==> src/rtl/riscv_pkg.sv <==
// Shared RISC-V front-end definitions: widths, the canonical NOP and fetch FSM states.
package riscv_pkg;

  localparam int XLEN   = 32;
  localparam int INST_W = 32;

  localparam logic [INST_W-1:0] NOP_INST = 32'h0000_0013;
  localparam logic [XLEN-1:0]   RESET_PC = 32'h0000_0000;

  typedef enum logic [1:0] {
    IDLE,
    REQ,
    WAIT
  } if_state_t;

  // Fetch addresses are always word aligned; the low two bits are dropped.
  function automatic logic [XLEN-1:0] word_align(input logic [XLEN-1:0] addr);
    return {addr[XLEN-1:2], 2'b00};
  endfunction

endpackage

==> src/rtl/if_skid_buffer.sv <==
// One-entry {inst,pc} holding slot used when decode stalls with a fetch response in flight.
module if_skid_buffer
  import riscv_pkg::*;
(
  input  logic              clk,
  input  logic              rst_n,
  input  logic              clr,
  input  logic              wr_en,
  input  logic              rd_en,
  input  logic [INST_W-1:0] wr_inst,
  input  logic [XLEN-1:0]   wr_pc,
  output logic [INST_W-1:0] rd_inst,
  output logic [XLEN-1:0]   rd_pc,
  output logic              full
);

  always_ff @(posedge clk or negedge rst_n) begin
    if (!rst_n) begin
      full <= 1'b0;
    end else if (clr) begin
      full <= 1'b0;
    end else if (wr_en) begin
      full <= 1'b1;
    end else if (rd_en) begin
      full <= 1'b0;
    end
  end

  // Payload is only meaningful while full, so it carries no reset.
  always_ff @(posedge clk) begin
    if (wr_en) begin
      rd_inst <= wr_inst;
      rd_pc   <= wr_pc;
    end
  end

endmodule

==> src/rtl/if_stage.sv <==
// Instruction fetch: owns the PC, issues single-outstanding word fetches and feeds the IF/ID register.
module if_stage #(
  parameter logic [31:0] RESET_PC = riscv_pkg::RESET_PC,
  parameter logic [31:0] NOP_INST = riscv_pkg::NOP_INST
) (
  input  logic                        clk,
  input  logic                        reset,
  output logic                        imem_req,
  output logic [riscv_pkg::XLEN-1:0]  imem_addr,
  input  logic                        imem_gnt,
  input  logic                        imem_rvalid,
  input  logic [riscv_pkg::INST_W-1:0] imem_rdata,
  input  logic                        redirect_valid,
  input  logic [riscv_pkg::XLEN-1:0]  redirect_pc,
  input  logic                        stall,
  output logic [riscv_pkg::INST_W-1:0] inst,
  output logic [riscv_pkg::XLEN-1:0]  pc,
  output logic                        inst_valid
);
  import riscv_pkg::*;

  if_state_t         state;
  logic [XLEN-1:0]   fetch_pc;
  logic [XLEN-1:0]   req_pc;
  logic              discard;

  logic              resp;
  logic              out_hold;
  logic              skid_wr;
  logic              skid_rd;
  logic              skid_full;
  logic              skid_full_nxt;
  logic [INST_W-1:0] skid_inst;
  logic [XLEN-1:0]   skid_pc;

  assign imem_addr = fetch_pc;

  always_comb begin
    resp     = imem_rvalid && (state == WAIT) && !discard;
    out_hold = inst_valid && stall;
    skid_wr  = !redirect_valid && resp && out_hold;
    skid_rd  = !redirect_valid && !out_hold && skid_full;
    if (redirect_valid || skid_rd) begin
      skid_full_nxt = 1'b0;
    end else if (skid_wr) begin
      skid_full_nxt = 1'b1;
    end else begin
      skid_full_nxt = skid_full;
    end
  end

  if_skid_buffer u_skid (
    .clk     (clk),
    .rst_n   (reset),
    .clr     (redirect_valid),
    .wr_en   (skid_wr),
    .rd_en   (skid_rd),
    .wr_inst (imem_rdata),
    .wr_pc   (req_pc),
    .rd_inst (skid_inst),
    .rd_pc   (skid_pc),
    .full    (skid_full)
  );

  // Fetch FSM: a new request is only launched once the skid slot is guaranteed empty.
  always_ff @(posedge clk or negedge reset) begin
    if (!reset) begin
      state    <= IDLE;
      imem_req <= 1'b0;
      fetch_pc <= RESET_PC;
      req_pc   <= RESET_PC;
      discard  <= 1'b0;
    end else begin
      if (redirect_valid) begin
        fetch_pc <= word_align(redirect_pc);
      end else if (state == REQ && imem_gnt) begin
        fetch_pc <= fetch_pc + 32'd4;
      end
      if (state == REQ && imem_gnt) begin
        req_pc <= fetch_pc;
      end

      case (state)
        IDLE: begin
          if (!skid_full_nxt) begin
            state    <= REQ;
            imem_req <= 1'b1;
          end
        end
        REQ: begin
          if (imem_gnt) begin
            state    <= WAIT;
            imem_req <= 1'b0;
            discard  <= redirect_valid;
          end
        end
        WAIT: begin
          if (imem_rvalid) begin
            discard <= 1'b0;
            if (!skid_full_nxt) begin
              state    <= REQ;
              imem_req <= 1'b1;
            end else begin
              state    <= IDLE;
              imem_req <= 1'b0;
            end
          end else if (redirect_valid) begin
            discard <= 1'b1;
          end
        end
        default: begin
          state    <= IDLE;
          imem_req <= 1'b0;
        end
      endcase
    end
  end

  // IF/ID register: redirect flushes, stall holds, skid drains before new responses.
  always_ff @(posedge clk or negedge reset) begin
    if (!reset) begin
      inst       <= NOP_INST;
      pc         <= RESET_PC;
      inst_valid <= 1'b0;
    end else if (redirect_valid) begin
      inst       <= NOP_INST;
      inst_valid <= 1'b0;
    end else if (out_hold) begin
      inst_valid <= 1'b1;
    end else if (skid_full) begin
      inst       <= skid_inst;
      pc         <= skid_pc;
      inst_valid <= 1'b1;
    end else if (resp) begin
      inst       <= imem_rdata;
      pc         <= req_pc;
      inst_valid <= 1'b1;
    end else begin
      inst       <= NOP_INST;
      inst_valid <= 1'b0;
    end
  end

endmodule

==> config.mk <==
export PLATFORM = sky130hd
export DESIGN_NAME = if_stage
export DESIGN_NICKNAME = d
export VERILOG_FILES = /design/src/rtl/riscv_pkg.sv /design/src/rtl/if_skid_buffer.sv /design/src/rtl/if_stage.sv
export SDC_FILE = /design/constraint.sdc
export NUM_CORES = 1
export LEC_CHECK = 0
export CAP_MARGIN = 0
export CORE_ASPECT_RATIO = 0.8
export CORE_MARGIN = 5
export CORE_UTILIZATION = 46
export DETAILED_ROUTE_END_ITERATION = 7
export PLACE_DENSITY = 0.87
export SETUP_SLACK_MARGIN = 0.5
export SLEW_MARGIN = 20
export SYNTH_ARGS = -nofsm -noshare
export SYNTH_HDL_FRONTEND = slang
export SYNTH_HIERARCHICAL = 1
export SYNTH_SLANG_ARGS = --single-unit
==> constraint.sdc <==
create_clock -name clk -period 4.15 [get_ports clk]
set_clock_uncertainty 0.05 [all_clocks]
set_input_delay 0.83 -clock clk [delete_from_list [all_inputs] [get_ports clk]]
set_output_delay 0.83 -clock clk [all_outputs]
set_load 0.02 [all_outputs]
### After elaboration in Yosys (flattened, before gate mapping)

Index checks and enable logic that the tools add are counted.

| cells by class | value |
|---|---|
| shifts and indexed selects | 0 |
| multipliers | 0 |
| bitwise operators | 2 |
| equal/unequal tests | 7 |
| mux-type cells | 31 |
| divide/modulo/power cells | 0 |
| reduce and logical (&&, ||, !) cells | 20 |
| $add $sub $neg | 1 |
| $lt $le $gt $ge | 0 |

Operators with widths:

| operator | count |
|---|---|
| two-way mux 32 bit | 8 |
| adder 32 x 3 -> 32 bit, second input constant | 1 |
| two-way mux 1 bit | 17 |
| AND reduction 3 bit | 3 |
| logical AND 1 bit | 8 |
| inequality test 2 bit, second input constant | 4 |
| two-way mux 2 bit | 3 |
| one-hot mux 2 bit (3 select lines) | 1 |
| nonzero test 2 bit | 3 |
| logical NOT 1 bit | 3 |
| inequality test 3 bit, second input constant | 1 |
| one-hot mux 1 bit (3 select lines) | 1 |
| nonzero test 3 bit | 1 |
| equality test 2 x 1 -> 1 bit, second input constant | 1 |
| equality test 2 bit, second input constant | 1 |
| logical NOT 2 bit | 1 |
| NOT 1 bit | 2 |
| one-hot mux 1 bit (2 select lines) | 1 |
| logical OR 1 bit | 1 |

| storage, ports and cells | value |
|---|---|
| register bits after elaboration | 198 |
| memories kept | 0 |
| logic and storage cells | 72 |
| memory bits (read-only) | 0 |
| bits in latches | 0 |
| output and inout port bits | 98 |
| RAM bits | 0 |

### Longest topological paths before layout

Gate-level depths: netlist (run 1).

| logic depth | value |
|---|---|
| depth in word-level cells | 10 |
| gate-level depth with buffers | 7 |
| depth with buffers taken out | 5 |

### Hierarchy

The synthesis (run 1) kept the hierarchy.

By module, submodules not included:

| module | area each (µm²) | sequential area each (µm²) | instances | cells each |
|---|---|---|---|---|
| if_stage | 6052.1 | 3231.8 | 1 | 617 |
| if_skid_buffer | 1965.6 | 1946.9 | 1 | 68 |

### Worst setup path after synthesis (run 1)

Ideal clock, no wire load.

| timing | value |
|---|---|
| path kind | input to register |
| start point | input port redirect_valid |
| end point | register u_skid.rd_inst[0], enable pin |
| stages on the path | 4 |
| data required time | 3.612 ns |
| arrival | 4.028 ns |
| setup slack | -0.416 ns |
| cells stage by stage | clkbuf_1 -> inv_1 -> nand3_1 -> nor2_1 |

| between the ends | value |
|---|---|
| word-level cells in the longest chain between the ends | 3 |

RTL lines:

| what | line | text |
|---|---|---|
| from (decl) | if_stage.sv:13 | `input logic redirect_valid,` |
| logical NOT 1 bit | if_stage.sv:41 | `skid_wr = !redirect_valid && resp && out_hold;` |
| logical AND 1 bit (2 in series) | if_stage.sv:41 |  |
| net skid_wr | if_stage.sv:29 | `logic skid_wr;` |
| to (signal assigned) | if_skid_buffer.sv:32 | `rd_inst <= wr_inst;` |
| to (decl) | if_skid_buffer.sv:12 | `output logic [INST_W-1:0] rd_inst,` |

The timed path passes the listed nets, and every way through them passes these cells.
A chain may end at the register's enable or synchronous reset.

### Final worst setup path (run 1)

| timing | value |
|---|---|
| start point | input port imem_gnt |
| end point | register fetch_pc[28], in the netlist imem_addr[28] |

| between the ends | value |
|---|---|
| word-level cells in the longest chain between the ends | 2 |

RTL lines:

| what | line | text |
|---|---|---|
| from (decl) | if_stage.sv:10 | `input logic imem_gnt,` |
| logical AND 1 bit | if_stage.sv:76 | `end else if (state == REQ && imem_gnt) begin` |
| nonzero test 2 bit (no source line) | n/a |  |
| to (signal assigned) | if_stage.sv:75 | `fetch_pc <= word_align(redirect_pc);` |
| to (signal assigned) | if_stage.sv:77 | `fetch_pc <= fetch_pc + 32'd4;` |
| to (decl) | if_stage.sv:23 | `logic [XLEN-1:0] fetch_pc;` |

No other way between the ends.

==> impl_metrics.tcl, run 1 <==
set metrics [dict create \
    p_leak_uw 0.004370 \
    setup_ws_ns 1.452 \
    status "complete, no violations" \
    drive_above_1_share 0.07210 \
    synth_commonest_cells "136 x nand2_1, 127 x dfrtp_1, 64 x edfxtp_1, 52 x o21ai_0, 34 x clkbuf_1" \
    required_ns 4.45 \
    drt_iter0_drc 431 \
    wl_per_cell_um 18.55 \
    postCtsHoldBufs 0 \
    start_kind "input port" \
    max_slew_margin 0.2796 \
    grt_use_total 0.2008 \
    finalSetupViolations 0 \
    slowest_delay_ns 0.63 \
    start_util 0.4657 \
    crit_fanout 13 \
    report.final.slew_viol_count 0 \
    async_flop_share 0.6701 \
    antenna_found_initial 0 \
    dpl.hpwl_mm 13.74 \
    synth_cell_types 49 \
    cts_setup_buffers 0 \
    remaining_drc_errors 0 \
    crit_family "simple AND/OR/NAND/NOR gates" \
    final_area_mm2 0.01045 \
    fillers 1383 \
    nets 904 \
    synth_cells 685 \
    cts_htree_levels 4 \
    overflow 0 \
    io_buffer_count 163 \
    fin_crit_ns 2.698 \
    via_per_inst 5.551 \
    clk_pin_slew_ns 0.08 \
    cts_tree "done" \
    path_buf_inv 1 \
    cp.arrival_ns 2.99 \
    die_w_um 157.6 \
    grt_pass1_vias 5842 \
    dp_cells 1039 \
    ys_seq_area_frac 0.6459 \
    diodes 0 \
    drt-pass1-iter-count 7 \
    irDropWorstVdd_uv 305.5 \
    synth_edf_count 64 \
    num_rows 43 \
    yosysWarnings 6 \
    cts_made_buffers 17 \
    fmax_mhz 370.6 \
    cts_resized 0 \
    p_per_area_mw_per_mm2 526.8 \
    area_delta_synth_final_pct 30.37 \
    tightest_slew_ns 1.081 \
    worstHoldPathType "reg -> reg" \
    cts_root_buf "clkbuf_16" \
    io_pins 168 \
    dpl_worst_slack_ns 1.063 \
    cts.sink_count 194 \
    synth.area.top_cells "dfrtp_1 40%, edfxtp_1 24%, nand2_1 6.4%" \
    placed_area_mm2 0.009856 \
    max_cap_violations 0 \
    synth_ff_type "dfrtp_1" \
    yosysTopAreaCell "dfrtp_1" \
    postRouteAntennaNets 0 \
    clockBufferDepth 2 \
    mappedNetlistArea_mm2 0.008018 \
    tns_ns 0 \
    synth.most_common_cell "nand2_1" \
    gp_congestion 0.8241 \
    core_area_mm2 0.01722 \
    crit_slowest_cell "clkdlybuf4s50_1" \
    hold_viol 0 \
    synth.top_cell.area_share 0.3964 \
    path_class "in -> reg" \
    post_synth.cell_area_avg_um2 11.70 \
    wl_mm 19.87 \
    grt_pass1_wl_mm 31.43 \
    route.vias.total 5945 \
    rrSetupSlack_ns 1.85 \
    grt_start_max_net_pins 110 \
    endpoint_kind "flip-flop" \
    rsz0062_at_grt "no" \
    crit_chain "clkdlybuf4s50_1, and4b_1, nand2_1, or4_1, a31oi_1" \
    synth-seq-cells 194 \
    instances_no_fill 1071 \
    dieArea_mm2 0.02019 \
    die_height_um 128.1 \
    fin_crit_sh 0.6501 \
    insertion_delay_ns 0.43 \
]
==> logic make-up (layout without fill, tap and decap cells) <==
| logic type | Yosys count | count (layout) | share of synthesized area |
|---|---|---|---|
| adders and majority gates | 1 | 1 | 0.001560 |
| AOI/OAI and AO/OA | 153 | 153 | 0.1302 |
| buffers and inverters | 57 | 215 | 0.02934 |
| xor gates and xnor gates | 11 | 11 | 0.01202 |
| and+or+nand+nor | 234 | 234 | 0.1376 |
| DFF | 194 | 194 | 0.6459 |
| other | 1 | 4 | 0.0004677 |
| muxes | 34 | 34 | 0.04292 |
==> placed cells by master (no fill, tap or decap), types with 17 or more instances in the layout <==
cell type | Yosys | final
a21o_1 | 29 | 29
a22o_1 | 31 | 31
clkbuf_16 | 0 | 17
clkdlybuf4s50_1 | 0 | 162
dfrtp_1 | 127 | 126
edfxtp_1 | 64 | 64
mux2i_1 | 31 | 31
nand2_1 | 136 | 136
nand3_1 | 17 | 17
nor2_1 | 26 | 24
o21ai_0 | 52 | 51
==> worst register-to-register path, cell delays in order, from the launching register on <==
cell and delay [ns]:
dfrtp_1 0.45, ha_1 0.24, and4b_1 0.40, nand2_1 0.34, or4_1 0.58, a31oi_1 0.17
==> per-layer routing <==
metal | GRT usage | share of wire | up-vias
met3 | 0.04725 | 0.065 | 48
met5 | 0 | 0 | -
met4 | 0.08649 | 0.032 | 0
met1 | 0.2780 | 0.43 | 2902
li1 | - | - | 2763
met2 | 0.3049 | 0.47 | 232
==> final cells by class <==
cell class                 instances  area, um^2  area share
clock buffer                      19       452.9     0.04333
clock inverter                    13       141.4     0.01353
inverter                           8       30.03    0.002873
multi-input combinational        437        2641      0.2527
sequential                       194        5180      0.4956
tap                              225       281.5     0.02693
timing repair buffer             175        1725      0.1651
==> power breakdown <==
group | internal, uW | switching [uW] | total, uW | leakage (uW)
clock network | 884 | 746 | 1630 | 0.000296
registers | 2330 | 289 | 2620 | 0.00223
logic | 572 | 683 | 1250 | 0.00184
==> final timing paths <==
path | to | from | depth (start not counted)
min reg2reg | u_skid/rd_pc[15] | req_pc[15] | 0
min in group asynchronous | pc[11] | reset | 1
max | imem_addr[28] | imem_gnt | 5
min | u_skid/rd_pc[15] | req_pc[15] | 0
max reg2reg | imem_addr[28] | imem_addr[2] | 5
max in group asynchronous | inst[14] | reset | 2
==> sequential cells by signal, summed over array words and instances (netlist names) <==
signal,flops
discard,1
imem_addr,30
imem_req,1
inst,32
inst_valid,1
pc,32
req_pc,30
state,2
u_skid/full,1
u_skid/rd_inst,32
u_skid/rd_pc,32
==> through the flow <==
stage / hold WS (ns) / total power, uW / util
final: 0.4154 / 5506 / 0.6071
after global routing: 0.4363 / 5795 / 0.6071
after CTS: 0.4269 / 5547 / 0.6070
after detailed placement: 0.4162 / 3920 / 0.5725
after global placement: 0.4007 / 3855 / 0.5725
after floorplan: 0.3958 / 3263 / -
Power figures use the tool's default switching activity.
==> run 2, diff against run 1 <==
- clock period: 4.15 -> 2.4 ns (I/O delays scaled with it)
==> impl_metrics.tcl, run 2 (same netlist as run 1, synthesis figures left out) <==
set metrics [dict create \
    status "complete, no violations" \
    cts_made_buffers 17 \
    remaining_drc_errors 0 \
    path_class "reg -> reg" \
    tns_ns 0 \
    io_buffer_count 163 \
    nets 961 \
    grt_start_max_net_pins 56 \
    clockPowerShare 0.318 \
    cts_root_buf "clkbuf_16" \
    grt_pass1_vias 6062 \
    p_sw_frac 0.3029 \
    wl_met1_mm 9.057 \
    layout_commonest_cell "nand2_1" \
    switchingPower_uw 2971 \
    seq_power_share 0.457 \
    core_area_mm2 0.01722 \
    clockBufferDepth 2 \
    crit_fanout 7 \
    slowest_delay_ns 0.61 \
    fin_crit_sh 0.7955 \
    gp_congestion 0.8806 \
    hold-worst-slack_ns 0.4225 \
    die_height_um 128.1 \
    cts.sink_count 194 \
    area_delta_synth_final_pct 37.81 \
    required_ns 2.69 \
    path_buf_inv 0 \
    cts_tree "done" \
    report.final.slew_viol_count 0 \
    drive_above_1_share 0.1750 \
    grt_pass1_wl_mm 32.92 \
    crit_slowest_cell "or4_1" \
    insertion_delay_ns 0.42 \
    p_leak_uw 0.004967 \
    dpl_worst_slack_ns -0.1038 \
    start_kind "flip-flop" \
    worstHoldPathType "reg -> reg" \
    start_util 0.4657 \
    fmax_mhz 523.8 \
    irDropWorstVdd_uv 499.6 \
    total_power_uw 9807 \
    r2r_cells 4 \
    hold_depth 0 \
    io_pins 168 \
    hold_viol 0 \
    dpl.hpwl_mm 14.41 \
    r2r-start "imem_addr[24]" \
    via_per_inst 5.449 \
    endpoint_kind "flip-flop" \
    clk_pin_slew_ns 0.07 \
    finalSetupViolations 0 \
    rrSetupSlack_ns 0.49 \
    diodes 0 \
    drt-pass1-iter-count 5 \
    dieArea_mm2 0.02019 \
    p_int_uw 6836 \
    postRouteAntennaNets 0 \
    crit_family "simple AND/OR/NAND/NOR gates" \
    min_to "u_skid/rd_pc[16]" \
    cp.arrival_ns 2.20 \
    max_cap_violations 0 \
    dr_wl_met2_mm 10.25 \
    drt_iter0_drc 413 \
    crit_chain "and4_4, nand4_1, or4_1, a31oi_1" \
    overflow 0 \
    fin_crit_ns 1.909 \
    grt_use_total 0.2098 \
    highest_layer "met4" \
    min-delay-start "req_pc[16]" \
    route.vias.total 6146 \
    setup_ws_ns 0.4907 \
    wl_per_cell_um 18.65 \
    p_per_area_mw_per_mm2 887.6 \
    num_rows 43 \
    r2r-end "imem_addr[29]" \
    antenna_found_initial 0 \
    rsz0062_at_grt "yes" \
    wl_mm 21.04 \
    cts_htree_levels 4 \
    pwr-share-comb 0.225 \
    die_w_um 157.6 \
    layout.cells.most_common_list "135 x nand2_1, 102 x dfrtp_1, 94 x dlygate4sd2_1" \
    wl_met3_mm 1.337 \
]
==> run 2: worst max path at each step <==
| stage | endpoint | start | cells past startpoint | slack, ns |
|---|---|---|---|---|
| 6_report | imem_addr[29] | imem_addr[24] | 4 | 0.49 |
| 5_1_grt | imem_addr[24] | imem_addr[10] | 4 | 0.45 |
| 4_1_cts | imem_addr[21] | imem_addr[6] | 4 | 0.50 |
| 3_5_place_dp | imem_addr[21] | imem_gnt | 5 | -0.10 |
| 3_3_place_gp | imem_addr[27] | imem_gnt | 5 | -0.04 |
| 2_1_floorplan | u_skid/rd_inst[0] | redirect_valid | 4 | 0.17 |
==> run 2: repair_timing <==
item,4_1_cts,5_1_grt
hold endpoints to repair,28,0
buffers inserted,11,29
setup endpoints to repair,110,16
resized for setup,105,15
hold buffers,1,0
gates cloned,0,0
pin swaps,1,4
==> run 2: final cells by class <==
class / instances / area [um^2]
fill: 1385 / 6167
sequential: 194 / 5210
multi-input combinational: 437 / 2759
timing repair buffer: 232 / 2106
clock buffer: 20 / 467.9
tap: 225 / 281.5
clock inverter: 12 / 187.7
inverter: 8 / 37.54
==> run 2: stage by stage <==
step | instance area [um^2] | utilization | cells
2_1_floorplan | 8204 | - | 688
3_3_place_gp | 10150 | 0.5893 | 1055
3_5_place_dp | 10150 | 0.5893 | 1055
4_1_cts | 10790 | 0.6267 | 1099
5_1_grt | 11050 | 0.6418 | 1128
6_report | 11050 | 0.6418 | 1128
==> run 2: layer usage <==
layer,vias up,track usage
li1,2877,-
met1,3032,0.2877
met2,210,0.3343
met3,27,0.04995
met4,0,0.06474
met5,-,0
==> run 2: power groups by stage <==
stage	combinational (uW)	sequential, uW	clock, uW
floorplan	900	4790	0
global placement	2210	4540	0
detailed placement	2270	4590	0
CTS	2150	4490	3170
global route	2450	4570	3300
finish	2210	4490	3110
==> run 2: worst reg2reg max path, stage by stage (launching register included) <==
cell and delay (ns):
dfrtp_2 0.44, and4_4 0.24, nand4_1 0.30, or4_1 0.61, a31oi_1 0.19
==> RTL change 1 (settings of run 1) <==
Make the reset (`reset` and `rst_n`) synchronous in 3 clocked blocks.
--- a/src/rtl/if_skid_buffer.sv
+++ b/src/rtl/if_skid_buffer.sv
@@ -14,7 +14,7 @@
   output logic              full
 );
 
-  always_ff @(posedge clk or negedge rst_n) begin
+  always_ff @(posedge clk) begin
     if (!rst_n) begin
       full <= 1'b0;
     end else if (clr) begin
--- a/src/rtl/if_stage.sv
+++ b/src/rtl/if_stage.sv
@@ -63,7 +63,7 @@
   );
 
   // Fetch FSM: a new request is only launched once the skid slot is guaranteed empty.
-  always_ff @(posedge clk or negedge reset) begin
+  always_ff @(posedge clk) begin
     if (!reset) begin
       state    <= IDLE;
       imem_req <= 1'b0;
@@ -117,7 +117,7 @@
   end
 
   // IF/ID register: redirect flushes, stall holds, skid drains before new responses.
-  always_ff @(posedge clk or negedge reset) begin
+  always_ff @(posedge clk) begin
     if (!reset) begin
       inst       <= NOP_INST;
       pc         <= RESET_PC;
Function: differs if reset is asserted again (counterexample within 4 cycles, from zero or initial values and one cycle with reset low); with reset held inactive, the same outputs for 4 cycles.
==> RTL change 1 against run 1 <==
Setup slack worse by 0.18 ns; sequential cell count stayed put; synthesized area is 4.0% lower; maximum frequency is 6.4% lower; worst hold slack worse by 0.0057 ns; design area is 3.4% lower; critical endpoint is now imem_addr[25]; first-iteration DRC count is 61% higher; highest routed layer unchanged; count of clock-buffer cells in the layout is 7 higher; wire length is 3.5% higher.
Power is not compared: it rests on default switching activity, and its combinational part moved more than twofold at a synthesized area within 25%.
==> RTL change 1: results (changes against run 1) <==
[worst_setup_path]
rr_worst_depth=4  ; was 5
reg2reg_slack_ns=1.73  ; was 1.85 ns
critical_path.slowest_cell=nor4_1  ; was clkdlybuf4s50_1
cp-endpoint=imem_addr[25]  ; was imem_addr[28]

[sta]
setup_ws_ns=1.27  ; was 1.45 ns

[layout]
multiInputGateArea_um2=2940  ; was 2640 um^2
drive_gt1_share_pct=6.04  ; was 7.21%
final_core_util_pct=61.2  ; was 60.7%
design.seq.count=194  ; unchanged
signal_buffers=179  ; was 175
stdcell_count=1130  ; was 1,071
fillers=1349  ; was 1,383
clockNetworkAreaShare_pct=5.67  ; was 5.69%

[placement]
post-place-ws_ns=0.910  ; was 1.06 ns
hpwl_mm=13.7  ; about the same
dp.cells=1098  ; was 1,039
gp_congestion=0.882  ; was 0.824
dpl-instance-area_um2=9520  ; was 9860 um^2

[logic_synthesis]
synthAdderAreaFrac_pct=0.162  ; was 0.156%
synth.distinct_cells=54  ; was 49
ys_async_sr_fraction_pct=0  ; was 67.0%
synth_most_common_cell=dfxtp_1  ; was nand2_1
synth_mux_area_share_pct=4.03  ; was 4.29%
synth_compound_area_share_pct=14.8  ; was 13.0%
synth-seq-area-share_pct=58.8  ; was 64.6%
synth_common_cells=130 x dfxtp_1, 83 x nand2_1, 76 x nor2_1  ; was 136 x nand2_1, 127 x dfrtp_1, 64 x edfxtp_1
netlist_top_cells_area=dfxtp_1 34%, edfxtp_1 25%, nand2_1 4.0%  ; was dfrtp_1 40%, edfxtp_1 24%, nand2_1 6.4%

[detailed_routing]
wl_met2_mm=9.74  ; was 9.30 mm
drt_iter0_markers=693  ; was 431
vias=6471  ; was 5,945
met1_length_mm=8.76  ; was 8.63 mm
dr_wl_met3_mm=1.47  ; was 1.29 mm
drtPass1Iterations=5  ; was 7

[grt]
grt_use_met2_pct=33.7  ; was 30.5%
grt_start_max_net_pins=71  ; was 110
track_usage_pct=21.1  ; was 20.1%
met3_usage_pct=4.73  ; was 4.72%
grt_pass1_vias=6299  ; was 5,842
grtUsageMet1_pct=27.8  ; about the same

[outcome]
status=completed  ; unchanged

-- RTL change 1: changes by cell type in the layout (fill, tap and decap cells not counted), moves of 23 or more --
| cell | change |
|---|---|
| nor3_1 | +31 |
| o21ai_0 | -23 |
| a221oi_1 | +29 |
| a21o_1 | -27 |
| a22o_1 | -31 |
| dfxtp_1 | +129 |
| dfrtp_1 | -126 |
| nand2_1 | -53 |
| a21oi_1 | +36 |
| a211oi_1 | +35 |
| nor2_1 | +51 |
-- RTL change 1: worst min-delay path by stage --
stage,from,to,slack [ns],depth (start not counted)
after detailed placement,req_pc[15],u_skid/rd_pc[15],0.39,0
after global placement,req_pc[10],u_skid/rd_pc[10],0.39,0
after CTS,req_pc[2],u_skid/rd_pc[2],0.41,0
final,req_pc[15],u_skid/rd_pc[15],0.41,0
after global routing,req_pc[2],u_skid/rd_pc[2],0.43,0
after floorplan,req_pc[10],u_skid/rd_pc[10],0.38,0
==> RTL change 2 (flow settings as in run 1) <==
Made on the original files. Change the package constant `INST_W` from 32 to 16.
--- a/src/rtl/riscv_pkg.sv
+++ b/src/rtl/riscv_pkg.sv
@@ -2,7 +2,7 @@
 package riscv_pkg;
 
   localparam int XLEN   = 32;
-  localparam int INST_W = 32;
+  localparam int INST_W = 16;
 
   localparam logic [INST_W-1:0] NOP_INST = 32'h0000_0013;
   localparam logic [XLEN-1:0]   RESET_PC = 32'h0000_0000;
Interface: changed (resized imem_rdata and inst); port bits go from 168 to 136. No check against the original RTL was run, so the function may have changed too.
==> RTL change 2 against run 1 <==
First-iteration DRC count shrank 2.3%; setup slack gained 0.013 ns; design area shrank 16%; clock power shrank 18%; via count shrank 14%; synthesized area shrank 15%; total power shrank 12%; count of clock-buffer cells in the layout grew 10; sequential power shrank 13%; wire length shrank 17%; die area shrank 14%; sequential cell count shrank 32; critical path type unchanged; critical endpoint is now u_skid/rd_pc[30].
==> RTL change 2: results (changes against run 1) <==
[logic_synthesis]
synth_ff_type=dfrtp_1  ; unchanged
synthAdderAreaFrac_pct=0.184  ; was 0.156%
ys_async_sr_fraction_pct=70.4  ; was 67.0%
synth-seq-area-share_pct=63.1  ; was 64.6%
synth.distinct_cells=50  ; was 49
synthCells=606  ; was 685
synth_common_cells=143 x nand2_1, 111 x dfrtp_1, 50 x o21ai_0  ; was 136 x nand2_1, 127 x dfrtp_1, 64 x edfxtp_1
synth-xor-area-share_pct=1.29  ; was 1.20%
synth-edff-count=48  ; was 64
synth_warnings=6  ; unchanged
netlist_top_cells_area=dfrtp_1 41%, edfxtp_1 21%, nand2_1 7.9%  ; was dfrtp_1 40%, edfxtp_1 24%, nand2_1 6.4%
synth_mux_area_share_pct=5.05  ; was 4.29%
synth_compound_area_share_pct=11.5  ; was 13.0%

[sta]
drv_slew=0  ; unchanged
relSlewSlack_pct=33.7  ; was 28.0%
setup_violations=0  ; unchanged

[detailed_routing]
drt_iter0_markers=421  ; was 431
drtPass1Iterations=5  ; was 7
vias=5123  ; was 5,945
avgRoutedWirePerCell_um=17.8  ; was 18.5 um

[worst_setup_path]
critPathTopFamily=buffers and inverters  ; was simple AND/OR/NAND/NOR gates
critical_path.reg2reg.endpoint=u_skid/rd_pc[30]  ; was imem_addr[28]
critical_path.slowest_cell=clkdlybuf4s50_1  ; unchanged
reg2reg_slack_ns=1.97  ; was 1.85 ns
crit_arrival_ns=2.75  ; was 2.99 ns
rr_startpoint=state[1]  ; was imem_addr[2]
critPathMaxStageDelay_ns=0.61  ; was 0.63 ns
crit_path_max_fanout=30  ; was 13
rr_worst_depth=4  ; was 5

[placement]
port_buffers=131  ; was 163
gp_congestion=0.804  ; was 0.824
dp.cells=897  ; was 1,039
hpwl_mm=11.2  ; was 13.7 mm

[power_and_ir_drop]
peakVddDrop_mv=0.295  ; was 0.306 mV
power.leakage_nw=3.58  ; was 4.37 nW
p_switching_mw=1.51  ; was 1.72 mW

[grt]
grt_start_max_net_pins=72  ; was 110
grt_antenna_before_repair=0  ; unchanged
grt_pass1_wl_mm=26.6  ; was 31.4 mm
track_usage_pct=19.3  ; was 20.1%

[layout]
antenna_cells=0  ; unchanged
stdcell_count=928  ; was 1,071
drive_gt1_share_pct=6.05  ; was 7.21%
final_nets=787  ; was 904

[clock_network]
post_cts_buffers=0  ; unchanged
clk_pin_slew_ns=0.06  ; was 0.08 ns
cts_buffers=17  ; unchanged
cts_resized=0  ; unchanged
htreeDepth=4  ; unchanged
clock_latency_ns=0.42

[min_path]
worstHoldStart=u_skid/rd_pc[0]  ; was req_pc[15]
hold_path_class=reg2reg  ; unchanged
hold_end=pc[0]  ; was u_skid/rd_pc[15]
worstHoldPathCells=1  ; was 0

[outcome]
status=completed  ; unchanged

## RTL change 2: cell types whose count changed in the layout (fill, tap and decap cells not counted), sizes merged, moves of 8 or more
| cell | delta |
|---|---|
| edfxtp | -16 |
| clkbuf | +9 |
| a22o | -16 |
| a21o | -16 |
| clkdlybuf4s50 | -32 |
| dfrtp | -16 |
| inv | -8 |
## RTL change 2: how the worst max path moves through the flow
stage | slack, ns | startpoint | cells after the start | end
floorplan | 1.26 | redirect_valid | 3 | u_skid/rd_inst[0]
global placement | 1.04 | redirect_valid | 5 | u_skid/rd_pc[27]
detailed placement | 1.04 | redirect_valid | 5 | u_skid/rd_pc[29]
CTS | 1.49 | redirect_valid | 5 | u_skid/rd_pc[2]
global route | 1.40 | redirect_valid | 5 | u_skid/rd_pc[25]
finish | 1.46 | redirect_valid | 5 | u_skid/rd_pc[30]
## RTL change 2: routing by layer
metal / routed length (um) / share of wire [%] / global-route usage [%] / vias to the layer above
met5: 0 / 0 / 0 / -
met4: 199 / 1.2 / 4.64 / 0
met3: 1310 / 8.0 / 6.45 / 16
met2: 7500 / 45 / 30.0 / 190
met1: 7480 / 45 / 26.7 / 2489
li1: - / - / - / 2428
## RTL change 2: logic make-up after synthesis
logic type	after synthesis
AND/OR/NAND/NOR	233
flip-flops	162
AO/OA/AOI/OAI	122
buffers and inverters	43
multiplexers	34
XOR/XNOR	10
adder cells (fa/ha/maj)	1
other	1
## RTL change 2: layout make-up
| cell class | instances | area, um^2 |
|---|---|---|
| clock buffers | 29 | 480 |
| clock inverters | 2 | 8.76 |
| fillers | 1155 | 5580 |
| inverters | 7 | 26.3 |
| multi-input cells | 404 | 2360 |
| flip-flops and latches | 162 | 4300 |
| well taps | 184 | 230 |
| repair buffers | 140 | 1400 |
## RTL change 2: power by group through the flow
stage / registers (mW) / logic [mW] / clock network, mW
after floorplan: 2.41 / 0.487 / 0
after global placement: 2.27 / 1.20 / 0
after detailed placement: 2.30 / 1.23 / 0
after CTS: 2.27 / 1.24 / 1.36
after global routing: 2.31 / 1.35 / 1.43
final: 2.27 / 1.22 / 1.34
## RTL change 2: worst reg2reg max path, stage by stage (launching register included)
cell      delay (ns)
dfrtp_1         0.48
nor2b_1         0.26
nand3b_1        0.20
nor2_4          0.58
buf_12          0.30
## RTL change 2: through the flow
stage | setup WS (ns) | instance area [um^2] | utilization [%] | hold slack, ns
floorplan | 1.26 | 6820 | - | 0.396
finish | 1.46 | 8810 | 61.2 | 0.420
global route | 1.40 | 8810 | 61.2 | 0.442
CTS | 1.49 | 8810 | 61.2 | 0.425
global placement | 1.04 | 8320 | 57.8 | 0.401
detailed placement | 1.04 | 8320 | 57.8 | 0.409
